==> config.mk <==
export PLATFORM = sky130hd
export DESIGN_NAME = mips8_multicycle_ctrl_flat
export DESIGN_NICKNAME = d
export VERILOG_FILES = /design/src/rtl/mips8_pkg.sv /design/src/rtl/mips8_multicycle_ctrl_if.sv /design/src/rtl/mips8_multicycle_ctrl_alu_decoder.sv /design/src/rtl/mips8_multicycle_ctrl.sv /design/src/flat_wrapper.sv
export SDC_FILE = /design/constraint.sdc
export NUM_CORES = 1
export LEC_CHECK = 0
export ABC_AREA = 1
export BUFFER_PORTS_ARGS = -buffer_cell sky130_fd_sc_hd__buf_2
export CAP_MARGIN = 15
export CORE_MARGIN = 8
export CORE_UTILIZATION = 43
export DETAILED_ROUTE_END_ITERATION = 16
export PLACE_DENSITY = 0.74
export SYNTH_ARGS = -nofsm -noshare
export SYNTH_HDL_FRONTEND = slang
export SYNTH_SLANG_ARGS = --single-unit
==> constraint.sdc <==
create_clock -name clk -period 1.2 [get_ports clk]
set_clock_uncertainty 0.1 [all_clocks]
set_input_delay 0.06 -clock clk [delete_from_list [all_inputs] [get_ports clk]]
set_output_delay 0.06 -clock clk [all_outputs]
set_load 0.01 [all_outputs]
==> src/rtl/mips8_pkg.sv <==
// ============================================================================
// Module : mips8_pkg
// Brief  : Shared types and constants for the 8-bit multicycle MIPS control.
// Rev    : 1.0  initial release
// ============================================================================
`default_nettype none

package mips8_pkg;

    localparam int STATE_BITS = 4;

    // FETCH1..FETCH4 occupy 0..3 so the low state bits select the IR byte lane.
    typedef enum logic [STATE_BITS-1:0] {
        S_FETCH1  = 4'd0,
        S_FETCH2  = 4'd1,
        S_FETCH3  = 4'd2,
        S_FETCH4  = 4'd3,
        S_DECODE  = 4'd4,
        S_MEMADR  = 4'd5,
        S_LBRD    = 4'd6,
        S_LBWR    = 4'd7,
        S_SBWR    = 4'd8,
        S_RTYPEEX = 4'd9,
        S_RTYPEWR = 4'd10,
        S_BEQEX   = 4'd11,
        S_JEX     = 4'd12,
        S_ADDIEX  = 4'd13,
        S_ADDIWR  = 4'd14
    } state_t;

    localparam logic [5:0] OP_LB    = 6'b100000;
    localparam logic [5:0] OP_SB    = 6'b101000;
    localparam logic [5:0] OP_RTYPE = 6'b000000;
    localparam logic [5:0] OP_BEQ   = 6'b000100;
    localparam logic [5:0] OP_J     = 6'b000010;
    localparam logic [5:0] OP_ADDI  = 6'b001000;

    localparam logic [5:0] FN_ADD = 6'b100000;
    localparam logic [5:0] FN_SUB = 6'b100010;
    localparam logic [5:0] FN_AND = 6'b100100;
    localparam logic [5:0] FN_OR  = 6'b100101;
    localparam logic [5:0] FN_SLT = 6'b101010;

    localparam logic [2:0] ALU_AND = 3'b000;
    localparam logic [2:0] ALU_OR  = 3'b001;
    localparam logic [2:0] ALU_ADD = 3'b010;
    localparam logic [2:0] ALU_SUB = 3'b110;
    localparam logic [2:0] ALU_SLT = 3'b111;

    // ALUOP_NONE decodes to AND (all-zero) so idle states drive alucontrol=000.
    typedef logic [1:0] aluop_t;
    localparam aluop_t ALUOP_NONE  = 2'b00;
    localparam aluop_t ALUOP_ADD   = 2'b01;
    localparam aluop_t ALUOP_SUB   = 2'b10;
    localparam aluop_t ALUOP_FUNCT = 2'b11;

    typedef struct packed {
        logic       memread;
        logic       memwrite;
        logic       alusrca;
        logic [1:0] alusrcb;
        aluop_t     aluop;
        logic       iord;
        logic       memtoreg;
        logic       regdst;
        logic       regwrite;
        logic [3:0] irwrite;
        logic [1:0] pcsrc;
        logic       pcwrite;
        logic       branch;
    } ctrl_t;

endpackage

`default_nettype wire

==> src/rtl/mips8_multicycle_ctrl_if.sv <==
// ============================================================================
// Module : mips8_multicycle_ctrl_if
// Brief  : Control <-> datapath bundle; master is the control FSM.
// Rev    : 1.0  initial release
// ============================================================================
`default_nettype none

interface mips8_multicycle_ctrl_if #(
    parameter int STATE_W = 4
);
    logic [5:0]         op;
    logic [5:0]         funct;
    logic               zero;
    logic               memread;
    logic               memwrite;
    logic               alusrca;
    logic [1:0]         alusrcb;
    logic [2:0]         alucontrol;
    logic               iord;
    logic               memtoreg;
    logic               regdst;
    logic               regwrite;
    logic [3:0]         irwrite;
    logic [1:0]         pcsrc;
    logic               pcen;
    logic               branch;
    logic [STATE_W-1:0] state;

    modport master (
        input  op, funct, zero,
        output memread, memwrite, alusrca, alusrcb, alucontrol, iord,
               memtoreg, regdst, regwrite, irwrite, pcsrc, pcen, branch, state
    );

    modport slave (
        output op, funct, zero,
        input  memread, memwrite, alusrca, alusrcb, alucontrol, iord,
               memtoreg, regdst, regwrite, irwrite, pcsrc, pcen, branch, state
    );
endinterface

`default_nettype wire

==> src/rtl/mips8_multicycle_ctrl_alu_decoder.sv <==
// ============================================================================
// Module : mips8_alu_decoder
// Brief  : Maps the FSM aluop and R-type funct field to an ALU select.
// Rev    : 1.0  initial release
// ============================================================================
`default_nettype none

module mips8_alu_decoder
    import mips8_pkg::*;
(
    input  aluop_t     aluop_i,
    input  logic [5:0] funct_i,
    output logic [2:0] alucontrol_o
);

    always_comb begin
        alucontrol_o = ALU_AND;
        unique case (aluop_i)
            ALUOP_NONE: alucontrol_o = ALU_AND;
            ALUOP_ADD:  alucontrol_o = ALU_ADD;
            ALUOP_SUB:  alucontrol_o = ALU_SUB;
            ALUOP_FUNCT: begin
                case (funct_i)
                    FN_SUB:  alucontrol_o = ALU_SUB;
                    FN_AND:  alucontrol_o = ALU_AND;
                    FN_OR:   alucontrol_o = ALU_OR;
                    FN_SLT:  alucontrol_o = ALU_SLT;
                    default: alucontrol_o = ALU_ADD;
                endcase
            end
            default: alucontrol_o = ALU_AND;
        endcase
    end

endmodule

`default_nettype wire

==> src/rtl/mips8_multicycle_ctrl.sv <==
// ============================================================================
// Module : mips8_multicycle_ctrl
// Brief  : Moore control FSM sequencing the 8-bit multicycle MIPS datapath.
// Rev    : 1.0  initial release
// ============================================================================
`default_nettype none

module mips8_multicycle_ctrl
    import mips8_pkg::*;
#(
    parameter int STATE_W = 4
) (
    input  wire logic                clk,
    input  wire logic                reset,
    mips8_multicycle_ctrl_if.master  bus
);

    state_t state_q;
    state_t state_d;
    ctrl_t  ctrl_q;

    function automatic ctrl_t decode_state(state_t s);
        ctrl_t c;
        c = '0;
        case (s)
            S_FETCH1, S_FETCH2, S_FETCH3, S_FETCH4: begin
                c.memread = 1'b1;
                c.alusrcb = 2'b01;
                c.aluop   = ALUOP_ADD;
                c.pcwrite = 1'b1;
                c.irwrite = 4'b0001 << s[1:0];
            end
            S_DECODE: begin
                c.alusrcb = 2'b11;
                c.aluop   = ALUOP_ADD;
            end
            S_MEMADR, S_ADDIEX: begin
                c.alusrca = 1'b1;
                c.alusrcb = 2'b10;
                c.aluop   = ALUOP_ADD;
            end
            S_LBRD: begin
                c.memread = 1'b1;
                c.iord    = 1'b1;
            end
            S_LBWR: begin
                c.regwrite = 1'b1;
                c.memtoreg = 1'b1;
            end
            S_SBWR: begin
                c.memwrite = 1'b1;
                c.iord     = 1'b1;
            end
            S_RTYPEEX: begin
                c.alusrca = 1'b1;
                c.aluop   = ALUOP_FUNCT;
            end
            S_RTYPEWR: begin
                c.regwrite = 1'b1;
                c.regdst   = 1'b1;
            end
            S_BEQEX: begin
                c.alusrca = 1'b1;
                c.aluop   = ALUOP_SUB;
                c.branch  = 1'b1;
                c.pcsrc   = 2'b01;
            end
            S_JEX: begin
                c.pcwrite = 1'b1;
                c.pcsrc   = 2'b10;
            end
            S_ADDIWR: c.regwrite = 1'b1;
            default:  c = '0;
        endcase
        return c;
    endfunction

    always_comb begin
        state_d = S_FETCH1;
        case (state_q)
            S_FETCH1: state_d = S_FETCH2;
            S_FETCH2: state_d = S_FETCH3;
            S_FETCH3: state_d = S_FETCH4;
            S_FETCH4: state_d = S_DECODE;
            S_DECODE: begin
                case (bus.op)
                    OP_LB, OP_SB: state_d = S_MEMADR;
                    OP_RTYPE:     state_d = S_RTYPEEX;
                    OP_BEQ:       state_d = S_BEQEX;
                    OP_J:         state_d = S_JEX;
                    OP_ADDI:      state_d = S_ADDIEX;
                    default:      state_d = S_FETCH1;
                endcase
            end
            S_MEMADR:  state_d = (bus.op == OP_LB) ? S_LBRD : S_SBWR;
            S_LBRD:    state_d = S_LBWR;
            S_RTYPEEX: state_d = S_RTYPEWR;
            S_ADDIEX:  state_d = S_ADDIWR;
            default:   state_d = S_FETCH1;
        endcase
    end

    // Outputs are registered from the next-state decode, so they always
    // equal decode_state(state_q) without a combinational decode stage.
    always_ff @(posedge clk) begin
        if (reset) begin
            state_q <= S_FETCH1;
            ctrl_q  <= decode_state(S_FETCH1);
        end else begin
            state_q <= state_d;
            ctrl_q  <= decode_state(state_d);
        end
    end

    mips8_alu_decoder u_alu_decoder (
        .aluop_i      (ctrl_q.aluop),
        .funct_i      (bus.funct),
        .alucontrol_o (bus.alucontrol)
    );

    assign bus.memread  = ctrl_q.memread;
    assign bus.memwrite = ctrl_q.memwrite;
    assign bus.alusrca  = ctrl_q.alusrca;
    assign bus.alusrcb  = ctrl_q.alusrcb;
    assign bus.iord     = ctrl_q.iord;
    assign bus.memtoreg = ctrl_q.memtoreg;
    assign bus.regdst   = ctrl_q.regdst;
    assign bus.regwrite = ctrl_q.regwrite;
    assign bus.irwrite  = ctrl_q.irwrite;
    assign bus.pcsrc    = ctrl_q.pcsrc;
    assign bus.branch   = ctrl_q.branch;
    assign bus.pcen     = ctrl_q.pcwrite | (ctrl_q.branch & bus.zero);
    assign bus.state    = STATE_W'(state_q);

endmodule

`default_nettype wire

==> src/flat_wrapper.sv <==
// flat-port wrapper written by rule: the top's interface ports become plain ports
module mips8_multicycle_ctrl_flat import mips8_pkg::*;
#(
    parameter int STATE_W = 4
)
  (clk, reset, bus_op, bus_funct, bus_zero, bus_memread, bus_memwrite, bus_alusrca, bus_alusrcb, bus_alucontrol, bus_iord, bus_memtoreg, bus_regdst, bus_regwrite, bus_irwrite, bus_pcsrc, bus_pcen, bus_branch, bus_state);
  mips8_multicycle_ctrl_if #(.STATE_W(STATE_W)) bus_i ();
  input  wire logic clk;
  input  wire logic reset;
  input wire logic [$bits(bus_i.op)-1:0] bus_op;
  input wire logic [$bits(bus_i.funct)-1:0] bus_funct;
  input wire logic [$bits(bus_i.zero)-1:0] bus_zero;
  output wire logic [$bits(bus_i.memread)-1:0] bus_memread;
  output wire logic [$bits(bus_i.memwrite)-1:0] bus_memwrite;
  output wire logic [$bits(bus_i.alusrca)-1:0] bus_alusrca;
  output wire logic [$bits(bus_i.alusrcb)-1:0] bus_alusrcb;
  output wire logic [$bits(bus_i.alucontrol)-1:0] bus_alucontrol;
  output wire logic [$bits(bus_i.iord)-1:0] bus_iord;
  output wire logic [$bits(bus_i.memtoreg)-1:0] bus_memtoreg;
  output wire logic [$bits(bus_i.regdst)-1:0] bus_regdst;
  output wire logic [$bits(bus_i.regwrite)-1:0] bus_regwrite;
  output wire logic [$bits(bus_i.irwrite)-1:0] bus_irwrite;
  output wire logic [$bits(bus_i.pcsrc)-1:0] bus_pcsrc;
  output wire logic [$bits(bus_i.pcen)-1:0] bus_pcen;
  output wire logic [$bits(bus_i.branch)-1:0] bus_branch;
  output wire logic [$bits(bus_i.state)-1:0] bus_state;
  assign bus_i.op = bus_op;
  assign bus_i.funct = bus_funct;
  assign bus_i.zero = bus_zero;
  assign bus_memread = bus_i.memread;
  assign bus_memwrite = bus_i.memwrite;
  assign bus_alusrca = bus_i.alusrca;
  assign bus_alusrcb = bus_i.alusrcb;
  assign bus_alucontrol = bus_i.alucontrol;
  assign bus_iord = bus_i.iord;
  assign bus_memtoreg = bus_i.memtoreg;
  assign bus_regdst = bus_i.regdst;
  assign bus_regwrite = bus_i.regwrite;
  assign bus_irwrite = bus_i.irwrite;
  assign bus_pcsrc = bus_i.pcsrc;
  assign bus_pcen = bus_i.pcen;
  assign bus_branch = bus_i.branch;
  assign bus_state = bus_i.state;
  mips8_multicycle_ctrl #(.STATE_W(STATE_W)) u_core (.clk(clk), .reset(reset), .bus(bus_i));
endmodule
==> flow_metrics.env, run 1 <==
export IMPL_p_leak_nw=0.8279
export IMPL_postSynthCellCount=154
export IMPL_yosys_warnings=0
export IMPL_area_growth_pct=45.10
export IMPL_grt_ovfl_total=0
export IMPL_fin_area_um2=1574
export IMPL_final_common_cell="buf_2"
export IMPL_syn_area_um2=1085
export IMPL_path_clk_slew_ns=0.12
export IMPL_setup_slack_ns=-0.3077
export IMPL_outcome="complete, but fails checks"
export IMPL_grt_total_usage_pct=13.15
export IMPL_endpoint_kind="flip-flop"
export IMPL_fmax_mhz=663.3
export IMPL_irDropWorstVdd_uv=602.2
export IMPL_fin_cells=238
export IMPL_antenna_left=0
export IMPL_synth_area_leader_cell="dfxtp_1"
export IMPL_grt_pass1_wl_mm=4.616
export IMPL_final_cell_mix="buf_2 (38), nand2_1 (22), nor2_1 (20), dfxtp_1 (17)"
export IMPL_max_cap_violations=0
export IMPL_first_iter_violations=29
export IMPL_synth_cell_types=22
export IMPL_dp_hpwl_mm=2.173
export IMPL_min_period_over_period_pct=125.6
export IMPL_initial_core_util_pct=44.60
export IMPL_place_inst=226
export IMPL_avgSynthCellArea_um2=7.044
export IMPL_cp_required_ns=1.36
export IMPL_portBuffers=38
export IMPL_critical_path_class="flip-flop to flip-flop"
export IMPL_tightest_slew_ns=0.3322
export IMPL_worstPathArrival_ns=1.67
export IMPL_first_pass_iters=5
export IMPL_setup_viol=19
export IMPL_rows=18
export IMPL_dpl_cell_area_um2=1406
export IMPL_dieWidth_um=66.23
export IMPL_path_cells="inv_4 > nand2_4 > nor2_4 > a21oi_2 > nand3b_1 > inv_2 > nand3_1 > nand2_1"
export IMPL_crit_path_start_kind="flip-flop"
export IMPL_coreArea_um2=2432
export IMPL_violations="setup timing"
export IMPL_rsz0062_at_grt="yes"
export IMPL_final_util_pct=64.71
export IMPL_cp_max_fo=6
export IMPL_crit_buf_inv=2
export IMPL_die_area_um2=4386
export IMPL_wl_per_cell_um=13.03
export IMPL_synth_seq_cells=23
export IMPL_wl_mm=3.102
export IMPL_route_detailed_drc=0
export IMPL_clk_root_buffer_cell="clkbuf_4"
export IMPL_antenna_found_initial=0
export IMPL_hold_violations=0
export IMPL_ys_seq_area_share_pct=42.45
export IMPL_viasPerCell=4.958
export IMPL_p_total_w=0.001487
export IMPL_antenna_cells=0
export IMPL_ys_top_cells_by_area="dfxtp_1 (42%), nand2_1 (9.7%), nor2_1 (8.3%), inv_1 (6.9%), nand3_1 (6.9%)"
export IMPL_drive_gt1_share_pct=48.08
export IMPL_slowest_delay_ns=0.40
export IMPL_crit_family="simple AND/OR/NAND/NOR gates"
export IMPL_htreeDepth=1
export IMPL_cts_buffer_depth=2
export IMPL_grt_max_degree=13
export IMPL_p_per_area_nw_per_um2=944.8
export IMPL_grt_pass1_vias=1133
export IMPL_tritoncts="yes"
export IMPL_gp_congestion=0.8894
export IMPL_finalMaxSlewViolations=0
export IMPL_cts_sinks=23
export IMPL_min_path_type="input port to flip-flop"
export IMPL_vias=1180
export IMPL_numCtsBuffers=3
export IMPL_fin_crit_ns=1.508
export IMPL_slew_headroom_pct=77.65
export IMPL_die_h_um=66.23
export IMPL_io_pins=39
export IMPL_clkLatencyLatePin_ns=0.31
export IMPL_nets=224
export IMPL_netlist_area_leader_share_pct=42.45
export IMPL_syn_nets=169
export IMPL_worst_path_max_delay_cell="dfxtp_4"
==> final timing paths <==
check                                     endpoint                      startpoint  cells after the start  slack, ns
setup / recovery  u_core.bus.irwrite[0]$_SDFF_PP1_  u_core.bus.state[3]$_SDFF_PP0_                      8      -0.31
hold reg to reg         u_core.bus.iord$_SDFF_PP0_  u_core.bus.state[2]$_SDFF_PP0_                      2       0.50
setup reg to reg  u_core.bus.irwrite[0]$_SDFF_PP1_  u_core.bus.state[3]$_SDFF_PP0_                      8      -0.31
hold / removal    u_core.bus.alusrcb[1]$_SDFF_PP0_                           reset                      4       0.03
==> per-layer routing <==
| metal | routed length [um] | up-vias | global-route usage (%) |
|---|---|---|---|
| met2 | 1648 | 45 | 25.21 |
| met5 | 0 | - | 0 |
| met1 | 1106 | 534 | 11.83 |
| met4 | 153 | 0 | 11.20 |
| li1 | - | 587 | - |
| met3 | 193 | 14 | 1.525 |
==> metrics by stage <==
step | hold slack, ns | TNS [ns] | setup WS, ns
finish | 0.03469 | -4.130 | -0.3077
global route | 0.04952 | -5.699 | -0.3691
CTS | 0.01253 | -3.262 | -0.2107
detailed placement | 0.2433 | -2.829 | -0.1885
global placement | 0.2349 | -2.585 | -0.1838
floorplan | 0.1484 | -1.098 | -0.09784
==> where the power goes <==
part	internal [W]	leakage (nW)	switching, W	total, W
logic	0.000138	0.623	0.000182	0.000320
registers	0.000789	0.190	0.0000242	0.000813
clock network	0.000130	0.0150	0.000224	0.000354
==> worst min-delay path, stage by stage <==
cell	delay [ns]
buf_2	0.09
inv_1	0.12
nand2_1	0.10
nor2_1	0.03
==> Yosys cell counts <==
library cell,count
nand2_1,28
nor2_1,24
dfxtp_1,23
inv_1,20
nand3_1,15
buf_4,8
a21oi_1,5
nor2_2,5
nor3_1,5
nand4_1,4
inv_2,3
nand2_2,2
nand3_2,2
nor4_1,2
a21boi_0,1
a21o_1,1
a21oi_2,1
and2_1,1
clkbuf_1,1
nand3b_1,1
nor3_2,1
o21ai_0,1
==> cells by family (layout without fill, tap and decap cells) <==
kind of cell | count (synthesis) | in the layout | share of synthesized area [%]
AND/OR/NAND/NOR | 90 | 90 | 38.75
buffers and inverters | 32 | 86 | 13.84
flip-flops | 23 | 23 | 42.45
AO/OA/AOI/OAI | 9 | 9 | 4.959
==> what timing repair did <==
action                                  CTS  global route
endpoints found under the setup margin   18            24
endpoints found under the hold margin     8             0
pin swaps                                 8             4
buffers inserted                          4             1
gates cloned                              0             0
gates resized for setup                  10            14
hold buffers                              3             0
==> flip-flops by register name, indices dropped and copies added (netlist names) <==
| signal | cells |
|---|---|
| u_core.bus.regwrite | 1 |
| u_core.bus.irwrite | 4 |
| u_core.bus.iord | 1 |
| u_core.ctrl_q | 3 |
| u_core.bus.memtoreg | 1 |
| u_core.bus.alusrcb | 2 |
| u_core.bus.branch | 1 |
| u_core.bus.state | 4 |
| u_core.bus.pcsrc | 2 |
| u_core.bus.memwrite | 1 |
| u_core.bus.alusrca | 1 |
| u_core.bus.memread | 1 |
| u_core.bus.regdst | 1 |
==> layout make-up <==
cell class	instances	area [um^2]
Inverter	23	91.34
Multi-Input combinational cell	99	578.1
Clock buffer	4	26.28
Fill cell	208	858.3
Tap cell	30	37.54
Timing Repair Buffer	59	362.8
Sequential cell	23	478.0
Note: power is estimated with default switching activity, not from simulation.
==> run 2, diff against run 1 <==
BUFFER_PORTS_ARGS = -buffer_cell sky130_fd_sc_hd__clkbuf_2   (was -buffer_cell sky130_fd_sc_hd__buf_2)
==> flow_metrics.env, run 2 (synthesized netlist as in run 1, its figures left out) <==
export IMPL_outcome="complete, but fails checks"
export IMPL_violations="setup timing"
export IMPL_hold_violations=0
export IMPL_portBuffers=38
export IMPL_die_area_um2=4386
export IMPL_cp_required_ns=1.36
export IMPL_coreArea_um2=2432
export IMPL_hold_start="bus_op[5]"
export IMPL_crit_path_start_kind="flip-flop"
export IMPL_nets=229
export IMPL_seq_power_share_pct=54.1
export IMPL_rsz0062_at_grt="yes"
export IMPL_hold_slack_ns=0.1595
export IMPL_p_total_w=0.001507
export IMPL_wl_per_cell_um=12.21
export IMPL_rr_startpoint="u_core.bus.state[3]$_SDFF_PP0_"
export IMPL_antenna_found_initial=0
export IMPL_min_period_over_period_pct=122.8
export IMPL_wl_mm=2.966
export IMPL_numCtsBuffers=3
export IMPL_min_path_type="input port to flip-flop"
export IMPL_switching_power_w=0.0004425
export IMPL_worst_path_max_delay_cell="dfxtp_4"
export IMPL_route_detailed_drc=0
export IMPL_endpoint_kind="flip-flop"
export IMPL_grt_ovfl_total=0
export IMPL_cts_buffer_depth=2
export IMPL_io_pins=39
export IMPL_vias=1175
export IMPL_grt_max_degree=14
export IMPL_worst_hold_path_endpoint="u_core.bus.memread$_SDFF_PP1_"
export IMPL_r2r_end="u_core.bus.irwrite[0]$_SDFF_PP1_"
export IMPL_p_per_area_nw_per_um2=927.1
export IMPL_finalMaxSlewViolations=0
export IMPL_rows=18
export IMPL_fmax_mhz=678.7
export IMPL_htreeDepth=1
export IMPL_min_path_cells=6
export IMPL_antenna_left=0
export IMPL_first_iter_violations=40
export IMPL_worstPathArrival_ns=1.64
export IMPL_grt_pass1_vias=1108
export IMPL_tightest_slew_ns=0.3261
export IMPL_clk_root_buffer_cell="clkbuf_4"
export IMPL_regToRegSetupSlack_ns=-0.27
export IMPL_cts_sinks=23
export IMPL_comb_power_share_pct=22.2
export IMPL_setup_viol=19
export IMPL_p_leak_nw=0.8421
export IMPL_antenna_cells=0
export IMPL_first_pass_iters=4
export IMPL_slowest_delay_ns=0.40
export IMPL_p_clk_share_pct=23.7
export IMPL_max_cap_violations=0
export IMPL_r2r_worst_path_cells=8
export IMPL_fin_crit_ns=1.473
export IMPL_final_cell_mix="clkbuf_2 (37), buf_4 (22), nand2_1 (21), nor2_1 (19), dfxtp_1 (17)"
export IMPL_irDropWorstVdd_uv=674.6
export IMPL_setup_slack_ns=-0.2735
export IMPL_path_cells="inv_4 > nand2_4 > nor2_4 > a21oi_2 > nand3b_1 > inv_2 > nand3_2 > nand2_1"
export IMPL_tritoncts="yes"
export IMPL_slew_headroom_pct=78.06
export IMPL_die_h_um=66.23
export IMPL_gp_congestion=0.9016
export IMPL_grt_total_usage_pct=13.37
export IMPL_netSwitchingFraction_pct=29.37
export IMPL_crit_buf_inv=2
export IMPL_critical_path_class="flip-flop to flip-flop"
export IMPL_area_growth_pct=49.83
export IMPL_path_clk_slew_ns=0.13
export IMPL_drive_gt1_share_pct=53.05
export IMPL_grt_pass1_wl_mm=4.685
export IMPL_dp_hpwl_mm=2.244
export IMPL_crit_family="simple AND/OR/NAND/NOR gates"
export IMPL_initial_core_util_pct=44.60
export IMPL_clkLatencyLatePin_ns=0.31
export IMPL_cp_max_fo=6
export IMPL_final_common_cell="clkbuf_2"
export IMPL_dieWidth_um=66.23
export IMPL_p_int_w=0.001064
export IMPL_viasPerCell=4.835
==> run 2: cell types whose count changed in the layout (fill, tap and decap cells not counted), sizes merged <==
| cell | delta |
|---|---|
| dlygate4sd3 | -2 |
| buf | -30 |
| clkbuf | +36 |
| clkinv | +1 |
==> run 2: metrics by stage <==
stage / TNS, ns / area [um^2] / cells / utilization, % / setup slack, ns
6_report: -4.180 / 1625 / 243 / 66.82 / -0.2735
5_1_grt: -5.993 / 1625 / 243 / 66.82 / -0.3913
4_1_cts: -3.226 / 1555 / 240 / 63.94 / -0.2235
3_5_place_dp: -3.029 / 1421 / 228 / 58.44 / -0.2090
3_3_place_gp: -2.565 / 1421 / 228 / 58.44 / -0.1867
2_1_floorplan: -1.098 / 1145 / 154 / - / -0.09784
==> run 2: repair_timing <==
action	4_1_cts	5_1_grt
gates cloned	0	0
buffers inserted	7	3
resized for setup	13	17
setup endpoints to repair	18	24
endpoints found under the hold margin	9	0
hold buffers	1	0
pin swaps	8	4
==> run 2: layer usage <==
metal	track usage (%)	wire length [um]	vias up
li1	-	-	599
met1	14.79	1202	545
met2	23.76	1536	25
met3	1.525	134	6
met4	8.000	93	0
met5	0	0	-
==> run 2: power groups by stage <==
stage | sequential (W) | combinational [W] | clock [W]
floorplan | 0.000832 | 0.000161 | 0
global placement | 0.000827 | 0.000253 | 0
detailed placement | 0.000830 | 0.000262 | 0
CTS | 0.000813 | 0.000308 | 0.000362
global route | 0.000818 | 0.000366 | 0.000390
finish | 0.000815 | 0.000334 | 0.000358
==> run 2: how the worst max path moves through the flow <==
stage	from	to	slack, ns	cells past startpoint
6_report	u_core.bus.state[3]$_SDFF_PP0_	u_core.bus.irwrite[0]$_SDFF_PP1_	-0.27	8
5_1_grt	u_core.bus.state[1]$_SDFF_PP0_	u_core.bus.alusrcb[1]$_SDFF_PP0_	-0.39	9
4_1_cts	u_core.bus.state[3]$_SDFF_PP0_	u_core.bus.irwrite[0]$_SDFF_PP1_	-0.22	8
3_5_place_dp	u_core.bus.state[3]$_SDFF_PP0_	u_core.bus.alusrcb[0]$_SDFF_PP1_	-0.21	8
3_3_place_gp	u_core.bus.state[2]$_SDFF_PP0_	u_core.bus.irwrite[0]$_SDFF_PP1_	-0.19	9
2_1_floorplan	u_core.bus.state[3]$_SDFF_PP0_	u_core.bus.alusrcb[0]$_SDFF_PP1_	-0.1	8
==> run 2: worst min-delay path: cells and delay by family <==
family | cells | cell delay (ns)
simple gates | 4 | 0.29
buf+inv | 2 | 0.20
==> run 2: final cells by class <==
type	instances	area, um^2
inverters	23	91.34
well taps	30	37.54
clock inverters	1	5.005
fillers	182	807.0
repair buffers	64	399.1
multi-input cells	99	591.8
clock buffers	3	22.52
flip-flops and latches	23	478.0
